[src/rtl/lif_step_scheduler.sv]
// lif_step_scheduler
//   Timestep scheduler for a chain of leaky-integrate-and-fire neurons. One
//   shared membrane-update datapath visits N_NEURONS virtual neurons in
//   round-robin order (FETCH -> CALC -> WRITE per neuron), one full pass per
//   timestep. Neuron i>0 also receives `weight` when neuron i-1 spiked in the
//   previous timestep.
//
//   Optional feature: define LIF_AUTO_STEP_EN to add a free-running step timer
//   (period STEP_PERIOD). Its requests are ORed with start; a request that
//   lands while busy is dropped and sets the sticky overrun flag.
//
// Ports
//   clk        clock
//   rst_n      synchronous active-low reset
//   current    external input current, captured when a step is accepted
//   start      one-cycle step request (ignored unless idle)
//   cfg_we     config write strobe (honoured only when idle)
//   cfg_addr   0: thr, 1: leak_sh[2:0], 2: refr[3:0], 3: weight
//   cfg_data   config write data
//   mon_sel    neuron whose membrane is mirrored on state_out
//   spike_out  spike vector of the last completed timestep
//   state_out  membrane of the monitored neuron (updated at its WRITE)
//   busy       high from FETCH through DONE
//   done       one-cycle pulse at timestep completion
//   overrun    sticky dropped-auto-step flag (constant 0 without the macro)
module lif_step_scheduler #(
  parameter int N_NEURONS   = 8,
  parameter int IDX_W       = 3,
  parameter int STEP_PERIOD = 1000
) (
  input  logic                 clk,
  input  logic                 rst_n,
  input  logic [7:0]           current,
  input  logic                 start,
  input  logic                 cfg_we,
  input  logic [1:0]           cfg_addr,
  input  logic [7:0]           cfg_data,
  input  logic [IDX_W-1:0]     mon_sel,
  output logic [N_NEURONS-1:0] spike_out,
  output logic [7:0]           state_out,
  output logic                 busy,
  output logic                 done,
  output logic                 overrun
);

  localparam logic [IDX_W-1:0] LAST_IDX = IDX_W'(N_NEURONS - 1);

  typedef enum logic [2:0] {
    S_IDLE,
    S_FETCH,
    S_CALC,
    S_WRITE,
    S_DONE
  } state_t;

  state_t state, state_nxt;

  logic [IDX_W-1:0]     idx;
  logic [7:0]           mem   [N_NEURONS];
  logic [3:0]           refc  [N_NEURONS];
  logic [N_NEURONS-1:0] spk_acc;

  logic [7:0] thr;
  logic [2:0] leak_sh;
  logic [3:0] refr;
  logic [7:0] weight;

  logic [7:0] cur_q;
  logic [7:0] v_q;
  logic [3:0] r_q;
  logic [7:0] nxt_q;
  logic [3:0] rnx_q;
  logic       spk_q;

  logic       step_req;
  logic       accept;

  // Clamp the widened sum back into the 8-bit membrane range.
  function automatic logic [7:0] sat8(input logic [9:0] x);
    return (x > 10'd255) ? 8'd255 : x[7:0];
  endfunction

  assign busy   = (state != S_IDLE);
  assign done   = (state == S_DONE);
  assign accept = (state == S_IDLE) && step_req;

`ifdef LIF_AUTO_STEP_EN
  localparam int CNT_W = $clog2(STEP_PERIOD + 1);

  logic [CNT_W-1:0] tick_cnt;
  logic             auto_req;

  assign auto_req = (tick_cnt == CNT_W'(STEP_PERIOD - 1));
  assign step_req = start | auto_req;

  always_ff @(posedge clk) begin
    if (!rst_n) begin
      tick_cnt <= '0;
      overrun  <= 1'b0;
    end else begin
      tick_cnt <= auto_req ? '0 : tick_cnt + 1'b1;
      // A timer tick is never queued: while busy it is lost and flagged.
      if (auto_req && busy) overrun <= 1'b1;
    end
  end
`else
  logic unused_period;

  assign unused_period = (STEP_PERIOD != 0);
  assign step_req      = start;
  assign overrun       = 1'b0;
`endif

  // Membrane update for the neuron currently held in v_q / r_q.
  logic       prev_spk;
  logic [9:0] inc;
  logic [7:0] leak_amt;
  logic [7:0] sum;
  logic [7:0] calc_v;
  logic [3:0] calc_r;
  logic       calc_s;

  // spike_out still holds the previous timestep here; it only changes in DONE.
  assign prev_spk = (idx != '0) && spike_out[idx - 1'b1];

  always_comb begin
    inc      = {2'b00, cur_q} + (prev_spk ? {2'b00, weight} : 10'd0);
    leak_amt = (leak_sh == 3'd0) ? 8'd0 : (v_q >> leak_sh);
    // leak_amt never exceeds v_q, so the subtraction cannot underflow.
    sum      = sat8({2'b00, v_q - leak_amt} + inc);
    calc_v   = sum;
    calc_r   = 4'd0;
    calc_s   = 1'b0;
    if (r_q != 4'd0) begin
      calc_v = 8'd0;
      calc_r = r_q - 4'd1;
    end else if (sum >= thr) begin
      calc_v = 8'd0;
      calc_r = refr;
      calc_s = 1'b1;
    end
  end

  always_comb begin
    state_nxt = state;
    case (state)
      S_IDLE:  if (step_req) state_nxt = S_FETCH;
      S_FETCH: state_nxt = S_CALC;
      S_CALC:  state_nxt = S_WRITE;
      S_WRITE: state_nxt = (idx == LAST_IDX) ? S_DONE : S_FETCH;
      S_DONE:  state_nxt = S_IDLE;
      default: state_nxt = S_IDLE;
    endcase
  end

  always_ff @(posedge clk) begin
    if (!rst_n) state <= S_IDLE;
    else        state <= state_nxt;
  end

  always_ff @(posedge clk) begin
    if (!rst_n) begin
      idx       <= '0;
      spike_out <= '0;
      state_out <= 8'd0;
      cur_q     <= 8'd0;
      thr       <= 8'd200;
      leak_sh   <= 3'd1;
      refr      <= 4'd2;
      weight    <= 8'd40;
      for (int i = 0; i < N_NEURONS; i++) begin
        mem[i]  <= 8'd0;
        refc[i] <= 4'd0;
      end
    end else begin
      if ((state == S_IDLE) && cfg_we) begin
        case (cfg_addr)
          2'd0:    thr     <= cfg_data;
          2'd1:    leak_sh <= cfg_data[2:0];
          2'd2:    refr    <= cfg_data[3:0];
          default: weight  <= cfg_data;
        endcase
      end
      if (accept) begin
        cur_q <= current;
        idx   <= '0;
      end
      // ---- FETCH -> CALC boundary: neuron state read out ----
      if (state == S_FETCH) begin
        v_q <= mem[idx];
        r_q <= refc[idx];
      end
      // ---- CALC -> WRITE boundary: update result captured ----
      if (state == S_CALC) begin
        nxt_q <= calc_v;
        rnx_q <= calc_r;
        spk_q <= calc_s;
      end
      // ---- WRITE: commit neuron state, advance index ----
      if (state == S_WRITE) begin
        mem[idx]     <= nxt_q;
        refc[idx]    <= rnx_q;
        spk_acc[idx] <= spk_q;
        if (idx == mon_sel) state_out <= nxt_q;
        if (idx != LAST_IDX) idx <= idx + 1'b1;
      end
      if (state == S_DONE) spike_out <= spk_acc;
    end
  end

endmodule

[config.mk]
export PLATFORM = sky130hd
export DESIGN_NAME = lif_step_scheduler
export DESIGN_NICKNAME = d
export VERILOG_FILES = /design/src/rtl/lif_step_scheduler.sv
export SDC_FILE = /design/constraint.sdc
export NUM_CORES = 1
export LEC_CHECK = 0
export CAP_MARGIN = 20
export CELL_PAD_IN_SITES_DETAIL_PLACEMENT = 1
export CELL_PAD_IN_SITES_GLOBAL_PLACEMENT = 2
export CORE_MARGIN = 5
export CORE_UTILIZATION = 42
export DETAILED_ROUTE_END_ITERATION = 16
export GPL_ROUTABILITY_DRIVEN = 0
export PLACE_DENSITY_LB_ADDON = 0.1
export SYNTH_ARGS = -nofsm -noshare
export SYNTH_HDL_FRONTEND = slang
export SYNTH_SLANG_ARGS = --single-unit
[constraint.sdc]
create_clock -name clk -period 7.51 [get_ports clk]
set_input_delay 1.502 -clock clk [delete_from_list [all_inputs] [get_ports clk]]
set_output_delay 1.502 -clock clk [all_outputs]
set_load 0.05 [all_outputs]
==> results of run 1 <==
==> where the power goes <==
group	internal, mW	switching [mW]	leakage [nW]
combinational	0.135	0.211	1.87
sequential	1.11	0.0295	1.72
clock	0.451	0.452	0.294
==> worst reg2reg max path: cells and delay by family, from the launching register on <==
| kind | cells | cell delay (ns) |
|---|---|---|
| compound gates | 7 | 1.97 |
| fa+ha+maj | 5 | 1.58 |
| buf+inv | 1 | 0.19 |
| flops | 1 | 0.55 |
| mux | 3 | 1.25 |
| simple gates | 4 | 0.89 |
==> worst max path at each step <==
stage	endpoint	slack (ns)	from	cells past startpoint
4_1_cts	nxt_q[0]$_SDFFCE_PP0P_	0.70	idx[0]$_SDFF_PN0_	20
3_3_place_gp	rnx_q[3]$_DFFE_PP_	1.08	idx[0]$_SDFF_PN0_	20
2_1_floorplan	nxt_q[0]$_SDFFCE_PP0P_	1.54	idx[0]$_SDFF_PN0_	22
5_1_grt	nxt_q[6]$_SDFFCE_PP0P_	0.26	idx[0]$_SDFF_PN0_	18
3_5_place_dp	nxt_q[0]$_SDFFCE_PP0P_	0.74	idx[0]$_SDFF_PN0_	20
6_report	nxt_q[0]$_SDFFCE_PP0P_	0.80	idx[0]$_SDFF_PN0_	20
==> state kept, by name, summed over array words and instances, names as in the netlist, 8 cells and up <==
register and flops:
cur_q 8, mem 64, nxt_q 8, refc 32, spike_out 8, spk_acc 8, state_out 8, thr 8
v_q 8, weight 8
==> layer usage <==
metal / share of wire / track usage
met5: 0 / 0
met4: 0.010 / 0.04877
met3: 0.022 / 0.03060
met2: 0.48 / 0.3353
met1: 0.49 / 0.2925
==> cell families after synthesis <==
logic type | after synthesis | share of synthesized area
xor gates and xnor gates | 12 | 0.01182
buffers and inverters | 64 | 0.02954
adders and majority gates | 37 | 0.06049
and+or+nand+nor | 278 | 0.1663
DFF | 182 | 0.5549
other | 1 | 0.0004217
AOI/OAI and AO/OA | 104 | 0.07414
muxes | 73 | 0.1024
==> placed cells by master, fill, tap and decap left out, types with 14 or more instances in the layout <==
cell / n
clkdlybuf4s50_1: 42
mux2i_1: 46
ha_1: 27
nand2_1: 57
clkbuf_16: 17
mux2_2: 14
nor2_1: 59
inv_1: 29
and2_1: 100
buf_4: 14
nor2b_1: 15
o21ai_0: 24
dfxtp_1: 52
a21oi_1: 31
edfxtp_1: 129
==> per-stage QoR <==
stage	instances	utilization	power (mW)	cell area (sq um)	setup slack [ns]
finish	1082	0.4891	2.389	10250	0.7965
global route	1082	0.4891	2.492	10250	0.2638
CTS	1080	0.4882	2.409	10230	0.7046
detailed placement	1048	0.4594	1.508	9627	0.7437
global placement	1048	0.4594	1.491	9627	1.079
floorplan	751	-	1.385	8894	1.537
==> layout make-up <==
type / count / area, sq um
Multi-Input combinational cell: 505 / 3712
Clock buffer: 17 / 425.4
Clock inverter: 15 / 177.7
Inverter: 31 / 116.4
Sequential cell: 182 / 4936
Tap cell: 275 / 344.1
Timing Repair Buffer: 57 / 536.8
Fill cell: 2226 / 10710
==> out/results.ini, run 1 <==
[timing]
setup-violations-final = 0
worst_pin_slew_ns = 1.091
slew_headroom = 0.2701
min_period_ns = 6.714
rsz0062_at_grt = no
hold_slack_ns = 0.4721
fmax_mhz = 149.0
worst_clock_skew_ns = 0.01358
setup-tns-final_ns = 0
drv_slew = 0
finalHoldViolCount = 0
period_share = 0.8939

[setup_path]
slowest_stage = o311ai_1
path_buf_inv = 1
cp_common_cell = ha_1
cp-end-kind = flop
ff2ff_path_depth = 20
critPathKind = flop to flop
reg2reg_from = idx[0]$_SDFF_PN0_
cp.required_ns = 7.64
r2r_end = nxt_q[0]$_SDFFCE_PP0P_
path_delay_family = compound AO/OA/AOI/OAI gates
slowest_delay_ns = 0.88
path_cells = inv_2 > ha_1 > mux4_2 > mux2_2 > a21oi_2 > nor2b_1 > fa_1 > ha_1 > fa_1 > a211oi_1 > o21bai_1 > or4_1 > mux2i_4 > and2_1 > ha_1 > nand2b_1 > a21o_1 > a211oi_1 > o311ai_1 > a21oi_1
arrival_ns = 6.85
reg2reg_slack_ns = 0.80
path_max_fanout = 16
cp-start-kind = flop

[drt]
via_per_inst = 5.445
first_pass_iters = 5
drt.antenna.violating_nets = 0
vias = 5891
drc_errors = 0
drt-total-wl_mm = 23.98
avgRoutedWirePerCell_microns = 22.16
dr.first_iter.drc_count = 353

[clock_network]
post_cts_resized = 0
postCtsHoldBufs = 0
cts_tree = done
path_clk_slew_ns = 0.07
htreeDepth = 4
cts_setup_buffers = 0
clk_latency_ns = 0.44
clk_path_buf_depth = 2
tritoncts.num_buffers = 17
cts-root-buf = clkbuf_16
cts_sinks = 182

[global_route]
gr-usage-all-layers = 0.2057
grt_start_max_net_pins = 32
grt_pass1_wl_mm = 37.30
grt_pass1_vias = 6307
grt_antenna_before_repair = 0
overflow = 0

[floorplan]
ios = 44
die_area_sq_um = 24180
core_region_area_sq_um = 20960
fp.dieW_microns = 155.5
rows = 53
die_height_microns = 155.5
initial_core_util = 0.4244

[synth]
yosysTopAreaCell = edfxtp_1
ys.flop_type = edfxtp_1
synth_edf_count = 129
synth-seq-cells = 182
syn_area_sq_um = 8894
syn_nets = 813
synth_top_area_frac = 0.4356
ys_warn_count = 0
yosys-top-cells-area = edfxtp_1 (44%), dfxtp_1 (12%), and2_1 (7.0%), mux2i_1 (5.2%), ha_1 (3.8%)
postSynthCellCount = 751
synth.most_common_cell = edfxtp_1
synth_commonest_cells = edfxtp_1 (129), and2_1 (100), nor2_1 (59)
yosysUniqueCellTypes = 57
syn_avg_cell_area_sq_um = 11.84
ys_seq_area_frac = 0.5549
async_flop_share = 0

[placed_design]
dp_hpwl_mm = 17.07
port_buffers = 42

[hold_path]
min_to = cur_q[1]$_SDFFE_PN0P_
min_from = cur_q[1]$_SDFFE_PN0P_
holdPathStages = 2
hold_path_class = flop to flop

[cells_and_area]
syn2layout_area_growth_pct = 15.24
nets = 856
diodes = 0
layout-drive-gt1-share = 0.1078

[power]
p_per_area_nw_per_um2 = 233.1
leakage_nw = 3.887
vdd_drop_max_uv = 167.0

[outcome]
outcome = complete, no violations

[job]
drv_cap = 0

Note: power is estimated with default switching activity, not from simulation.
==> run 2, diff against run 1 <==
SETUP_SLACK_MARGIN = 0.3   (was default)
==> out/results.ini, run 2 (same netlist as run 1, synthesis figures left out) <==
[outcome]
outcome = complete, no violations  ; unchanged

[power]
vdd_drop_max_uv = 167.6  ; was 167.0 uV
leakage_nw = 3.887  ; about the same
total_power_mw = 2.392  ; was 2.389 mW
p_per_area_nw_per_um2 = 233.2  ; was 233.1 nW/um^2

[cells_and_area]
syn2layout_area_growth_pct = 15.32  ; was 15.24%
postLayoutCellArea_sq_um = 10260  ; was 10250 sq um
top_regs = mem: 64 flops, refc: 32 flops  ; unchanged
most-common-layout-cells = edfxtp_1 (129), and2_1 (100), nor2_1 (59)  ; unchanged
diodes = 0  ; unchanged
nets = 856  ; unchanged
final_common_cell = edfxtp_1  ; unchanged
largest_register_ffs = 64  ; unchanged
top_register = mem  ; unchanged
layout-drive-gt1-share = 0.1090  ; was 0.1078

[drt]
vias = 5844  ; was 5891
drt.antenna.violating_nets = 0  ; unchanged
via_per_inst = 5.401  ; was 5.445
drc_errors = 0  ; unchanged
avgRoutedWirePerCell_microns = 22.21  ; was 22.16 microns
first_pass_iters = 4  ; was 5
dr.first_iter.drc_count = 352  ; was 353
drt-total-wl_mm = 24.03  ; was 23.98 mm

[setup_path]
slowest_stage = dfxtp_2  ; was o311ai_1
arrival_ns = 6.89  ; was 6.85 ns
path_max_fanout = 16  ; unchanged
cp-end-kind = flop  ; unchanged
critPathKind = flop to flop  ; unchanged
cp-start-kind = flop  ; unchanged
path_cells = inv_2 > ha_1 > mux4_2 > mux2_2 > a21oi_2 > nor2b_1 > fa_1 > ha_1 > fa_1 > a211oi_1 > o21bai_1 > or4_1 > mux2i_4 > and2_1 > ha_1 > nand2b_1 > a21o_1 > a211oi_1 > o31a_1 > o22ai_1  ; was inv_2 > ha_1 > mux4_2 > mux2_2 > a21oi_2 > nor2b_1 > fa_1 > ha_1 > fa_1 > a211oi_1 > o21bai_1 > or4_1 > mux2i_4 > and2_1 > ha_1 > nand2b_1 > a21o_1 > a211oi_1 > o311ai_1 > a21oi_1
cp_common_cell = ha_1  ; unchanged
cp.required_ns = 7.66  ; was 7.64 ns
slowest_delay_ns = 0.55  ; was 0.88 ns

[global_route]
gr-usage-all-layers = 0.2057  ; unchanged
grt_pass1_wl_mm = 37.30  ; unchanged
overflow = 0  ; unchanged
grt_start_max_net_pins = 32  ; unchanged
grt_antenna_before_repair = 0  ; unchanged
grt_pass1_vias = 6307  ; unchanged

[floorplan]
core_region_area_sq_um = 20960  ; unchanged
rows = 53  ; unchanged
ios = 44  ; unchanged
fp.dieW_microns = 155.5  ; unchanged
initial_core_util = 0.4244  ; unchanged
die_area_sq_um = 24180  ; unchanged
die_height_microns = 155.5  ; unchanged

[timing]
worst_pin_slew_ns = 1.088  ; was 1.091 ns
rsz0062_at_grt = no  ; unchanged
finalHoldViolCount = 0  ; unchanged
setup-tns-final_ns = 0  ; unchanged
min_period_ns = 6.737  ; was 6.714 ns
setup-violations-final = 0  ; unchanged
fmax_mhz = 148.4  ; was 149.0 MHz
period_share = 0.8970  ; was 0.8939
worst_clock_skew_ns = 0.01306  ; was 0.01358 ns
drv_slew = 0  ; unchanged
fin_ws_ns = 0.7733  ; was 0.7965 ns
hold_slack_ns = 0.4735  ; was 0.4721 ns
slew_headroom = 0.2723  ; was 0.2701

[clock_network]
cts_sinks = 182  ; unchanged
clk_latency_ns = 0.44  ; about the same
cts-root-buf = clkbuf_16  ; unchanged
clk_path_buf_depth = 2  ; unchanged
tritoncts.num_buffers = 17  ; unchanged
path_clk_slew_ns = 0.07  ; about the same
htreeDepth = 4  ; unchanged
cts_tree = done  ; unchanged

[hold_path]
hold_path_class = flop to flop  ; unchanged

[job]
drv_cap = 0  ; unchanged

[placed_design]
dpl-instance-area_sq_um = 9627  ; unchanged
dp_slack_ns = 0.7437  ; unchanged
dp_hpwl_mm = 17.07  ; unchanged
port_buffers = 42  ; unchanged

[run 2: worst max-delay path, delay by kind of cell, from the launching register on]
family          cells  cell delay (ns)
buf+inv             1             0.19
compound gates      7             1.85
mux                 3             1.24
fa+ha+maj           5             1.69
simple gates        4             0.93
flops               1             0.55
[run 2: path summary, 6_finish.rpt]
| kind | startpoint | endpoint | slack [ns] | cells after the start |
|---|---|---|---|---|
| max | idx[0]$_SDFF_PN0_ | rnx_q[1]$_DFFE_PP_ | 0.77 | 20 |
| min | cur_q[7]$_SDFFE_PN0P_ | cur_q[7]$_SDFFE_PN0P_ | 0.47 | 2 |
| max reg2reg | idx[0]$_SDFF_PN0_ | rnx_q[1]$_DFFE_PP_ | 0.77 | 20 |
| min reg2reg | cur_q[7]$_SDFFE_PN0P_ | cur_q[7]$_SDFFE_PN0P_ | 0.47 | 2 |
[run 2: cell type report]
class / instances / area, sq um
clock buffer: 17 / 425.4
clock inverter: 15 / 177.7
fill: 2225 / 10700
inverter: 31 / 116.4
multi-input combinational: 505 / 3720
sequential: 182 / 4936
tap: 275 / 344.1
timing repair buffer: 57 / 536.8
[run 2: where the power goes]
| group | internal, mW | switching [mW] |
|---|---|---|
| logic | 0.135 | 0.213 |
| registers | 1.11 | 0.0295 |
| clock network | 0.451 | 0.453 |
[run 2: timing repair]
item	4_1_cts	5_1_grt
gates resized for setup	0	1
hold endpoints to repair	0	0
setup endpoints to repair	0	7
buffers inserted	0	0
hold buffers	0	0
[run 2: metal layers]
| metal | GRT usage | up-vias | part of all wire |
|---|---|---|---|
| met2 | 0.3353 | 74 | 0.48 |
| met5 | 0 | - | 0 |
| met3 | 0.03060 | 15 | 0.024 |
| met4 | 0.04877 | 0 | 0.010 |
| met1 | 0.2925 | 2988 | 0.48 |
| li1 | - | 2767 | - |
[run 2: metrics by stage]
stage	utilization	std cells
finish	0.4894	1082
global route	0.4894	1082
CTS	0.4882	1080
detailed placement	0.4594	1048
global placement	0.4594	1048
floorplan	-	751
==> patch 1: new RTL, flow settings as in run 2 <==
Build with the macro `LIF_AUTO_STEP_EN` defined.
--- a/src/rtl/lif_step_scheduler.sv
+++ b/src/rtl/lif_step_scheduler.sv
@@ -24,4 +24,6 @@
 //   done       one-cycle pulse at timestep completion
 //   overrun    sticky dropped-auto-step flag (constant 0 without the macro)
+`define LIF_AUTO_STEP_EN
+
 module lif_step_scheduler #(
   parameter int N_NEURONS   = 8,
Check against the original RTL: same outputs for any inputs over 10 cycles, from zero or initial values and one cycle with rst_n low; that may be too few to reach the edited logic, so the function may still have changed.
==> patch 1 against run 2 <==
  * Sequential cell count up 11
  * Worst setup slack better by 0.27 ns
  * Core utilization up 0.13 points
  * Wire length grew 0.51%
  * Clock skew increased by 0.0016 ns
  * Synthesized cell count rose by 9.5%
  * Final area is 4.7% higher
  * Count of clock-buffer cells in the layout is 3 higher
  * Area after synthesis increased by 5.4%
  * Total power grew 3.1%
  * Die area rose by 5.1%
  * Critical path type unchanged
  * Largest cell class unchanged
  * Largest power group unchanged
  * Highest routed layer unchanged
==> patch 1: results (changes against run 2) <==
Place
  – Worst slack, placed: 0.988 ns (was 0.744 ns)
  – Post-DP HPWL: 17,400 microns (was 17,100 microns)
  – Number of port buffers: 43 (was 42)
  – DP Cell Count: 1,121 (was 1,048)
  – Post-DP Area: 0.0101 sq mm (was 0.00963 sq mm)

Setup path
  – CP Data Arrival Time: 6.65 ns (was 6.89 ns)
  – Critical path fanouts, max: 16 (unchanged)
  – Crit path largest cell delay: 0.63 ns (was 0.55 ns)
  – Cell depth of the worst flop-to-flop path: 25 (was 20)
  – CP max-delay cell: dfxtp_1 (was dfxtp_2)
  – Critical Path Source: leak_sh[1] (was idx[0])
  – Flop-to-flop setup slack: 1.05 ns (was 0.77 ns)

CTS
  – Max Buffers Root-to-Sink: 2 (unchanged)

GRT
  – Vias in the first global route: 6,877 (was 6,307)
  – GR Util met2: 0.328 (was 0.335)
  – GRT Overall Usage: 0.193 (was 0.206)
  – Largest net degree at the start of global routing: 77 (was 32)
  – GR met1 Demand/Resource: 0.251 (was 0.293)
  – Met3 Usage GRT: 0.0365 (was 0.0306)
  – First-pass GRT wire length: 38,300 microns (was 37,300 microns)

Logic synthesis
  – Syn_area_per_cell: 11.4 sq um (was 11.8 sq um)
  – Syn_nets: 885 (was 813)
  – Ranking of synthesized cells by area: edfxtp_1, dfxtp_1, and2_1 (unchanged)
  – Post-synth top cells: edfxtp_1, and2_1, dfxtp_1 (was edfxtp_1, and2_1, nor2_1)
  – Unique masters post-synth: 50 (was 57)
  – Post-synthesis sequential area ratio: 0.550 (was 0.555)
  – EDFF count, synth: 129 (unchanged)

Power and ir drop
  – P_sw: 682 uW (was 695 uW)
  – PnR Total Power: 2470 uW (was 2390 uW)
  – Clock share of power: 0.370 (was 0.378)
  – Peak VDD IR: 0.126 mV (was 0.168 mV)
  – Leakage power: 0.00402 uW (was 0.00389 uW)

Route
  – Via count: 6,274 (was 5,844)
  – Iteration-0 DRC count of the detailed router: 386 (was 352)
  – Vias/cell: 5.43 (was 5.40)
  – Met2 wire length: 12,000 microns (was 11,600 microns)
  – Met1 WL: 10,800 microns (was 11,600 microns)
  – DR WL met3: 915 microns (was 584 microns)
  – 1st-pass router iterations: 4 (unchanged)
  – DRT Wirelength: 24,200 microns (was 24,000 microns)

Layout
  – Final #Nets: 925 (was 856)
  – Top flop regs: mem x64, refc x32, tick_cnt x10 (was mem x64, refc x32)
  – Layout cells sized above 1: 0.0903 (was 0.109)

STA
  – Final worst-path cycle share: 0.861 (was 0.897)
  – Setup Skew: 0.0147 ns (was 0.0131 ns)
  – Worst-margin pin slew: 1.10 ns (was 1.09 ns)
  – Minimum hold slack: 0.470 ns (was 0.473 ns)

Worst hold path
  – Worst Hold End: tick_cnt[0] (was cur_q[7])
  – Hold-critical path depth: 1 (was 2)
  – Hold path startpoint: tick_cnt[0] (was cur_q[7])

Outcome
  – Status: finished clean (unchanged)
[patch 1: cell count changes after synthesis, sizes merged, moves of 7 or more]
cell    delta
a21oi      -7
a221oi     +8
clkbuf    +13
dfxtp     +11
mux2i      +8
mux4      -10
nand3     +24
nor2      -18
nor2b     +22
o21ai     +12
[patch 1: kinds of logic (layout without fill, tap and decap cells)]
logic type / Yosys count / after routing / share of synthesized area
XOR/XNOR: 21 / 21 / 0.0196
flip-flops: 193 / 193 / 0.550
AND/OR/NAND/NOR: 304 / 304 / 0.177
adder cells (fa/ha/maj): 38 / 38 / 0.0587
buffers and inverters: 70 / 123 / 0.0288
multiplexers: 73 / 73 / 0.0827
AO/OA/AOI/OAI: 123 / 123 / 0.0835
[patch 1: area by class of cell]
class / count / area (sq um)
Sequential cell: 193 / 5160
Timing Repair Buffer: 61 / 568
Tap cell: 280 / 350
Clock buffer: 20 / 478
Inverter: 30 / 113
Clock inverter: 12 / 111
Multi-Input combinational cell: 559 / 3970
Fill cell: 2327 / 11100
==> patch 2: new RTL, config.mk and constraints of run 2 <==
Made on the original files. Register the outputs `busy` and `done`, without a reset; this adds one clock of latency there. The other outputs are not delayed to match. Comments in the files are not updated.
--- a/src/rtl/lif_step_scheduler.sv
+++ b/src/rtl/lif_step_scheduler.sv
@@ -81,6 +81,8 @@
   endfunction
 
-  assign busy   = (state != S_IDLE);
-  assign done   = (state == S_DONE);
+  always_ff @(posedge clk) begin
+    busy <= (state != S_IDLE);
+    done <= (state == S_DONE);
+  end
   assign accept = (state == S_IDLE) && step_req;
 
Formal check against the unedited RTL: not equivalent (a bounded check fails within 4 cycles, from zero or initial values and one cycle with rst_n low).
==> patch 2 against run 2 <==
  * Area after synthesis increased by 2.0%
  * Highest routed layer unchanged
  * Cell count up 1.4%
  * Total power is 1.5% higher
  * Worst setup slack improved by 0.21 ns
  * First-iteration DRC count decreased by 14%
  * Final area is 1.8% higher
  * Die area rose by 1.8%
  * Wire length down 3.5%
  * Via count rose by 0.50%
  * Sequential cell count increased by 2
==> patch 2: results (changes against run 2) <==
Outcome
  – Status: finished clean (unchanged)

Setup path
  – CP Data Arrival Time: 6.66 ns (was 6.89 ns)
  – Critical path fanouts, max: 44 (was 16)
  – Cell depth of the worst flop-to-flop path: 18 (was 20)
  – Flop-to-flop setup slack: 0.98 ns (was 0.77 ns)
  – CP max-delay cell: o311ai_1 (was dfxtp_2)

STA
  – Tmin final: 6.53 ns (was 6.74 ns)
  – Worst-margin pin slew: 1.09 ns (about the same)
  – Minimum hold slack: 0.482 ns (was 0.473 ns)

Layout
  – Inverters: 30 (was 31)
  – Number of fill cells in the layout: 2,189 (was 2,225)
  – Final Core Density: 0.494 (was 0.489)
  – Clock network area share: 0.0585 (was 0.0588)
  – Non-clock buffer count: 60 (was 57)
  – Fraction of area in registers: 0.476 (was 0.481)
  – Number of clock buffers in the layout: 18 (was 17)

Route
  – WL/cell: 21.1 microns (was 22.2 microns)
  – DRT Wirelength: 23,200 microns (was 24,000 microns)
  – 1st-pass router iterations: 6 (was 4)
  – Iteration-0 DRC count of the detailed router: 303 (was 352)

Place
  – Post-DP Area: 0.00979 sq mm (was 0.00963 sq mm)

Logic synthesis
  – Mapped Cells: 765 (was 751)
  – Unique masters post-synth: 59 (was 57)
  – Synth Register Bits: 184 (was 182)
  – Post-synthesis sequential area ratio: 0.549 (was 0.555)
  – Ranking of synthesized cells by area: edfxtp_1, dfxtp_1, and2_1 (unchanged)

GRT
  – Vias in the first global route: 6,442 (was 6,307)

Power and ir drop
  – Switch share: 0.281 (was 0.291)
## patch 2: changes by cell type in the layout (fill, tap and decap cells not counted), moves of 5 or more
cell and change:
a21oi_1 -8, nand2_1 +10, nor2b_1 +35, a21boi_0 +8, mux2_2 -5, mux2i_1 +5, nor2_1 -30
## patch 2: metal layers
| metal | vias up | track usage | wire length, microns |
|---|---|---|---|
| li1 | 2807 | - | - |
| met1 | 2972 | 0.246 | 10300 |
| met2 | 74 | 0.349 | 12000 |
| met3 | 20 | 0.0346 | 590 |
| met4 | 0 | 0.0467 | 345 |
| met5 | - | 0 | 0 |
## patch 2: logic make-up after synthesis
kind of cell | Yosys count | share of synthesized area
AND/OR/NAND/NOR | 286 | 0.176
flip-flops | 184 | 0.549
AO/OA/AOI/OAI | 109 | 0.0792
multiplexers | 71 | 0.0948
buffers and inverters | 65 | 0.0298
adder cells (fa/ha/maj) | 37 | 0.0593
XOR/XNOR | 12 | 0.0116
other | 1 | 0.000414
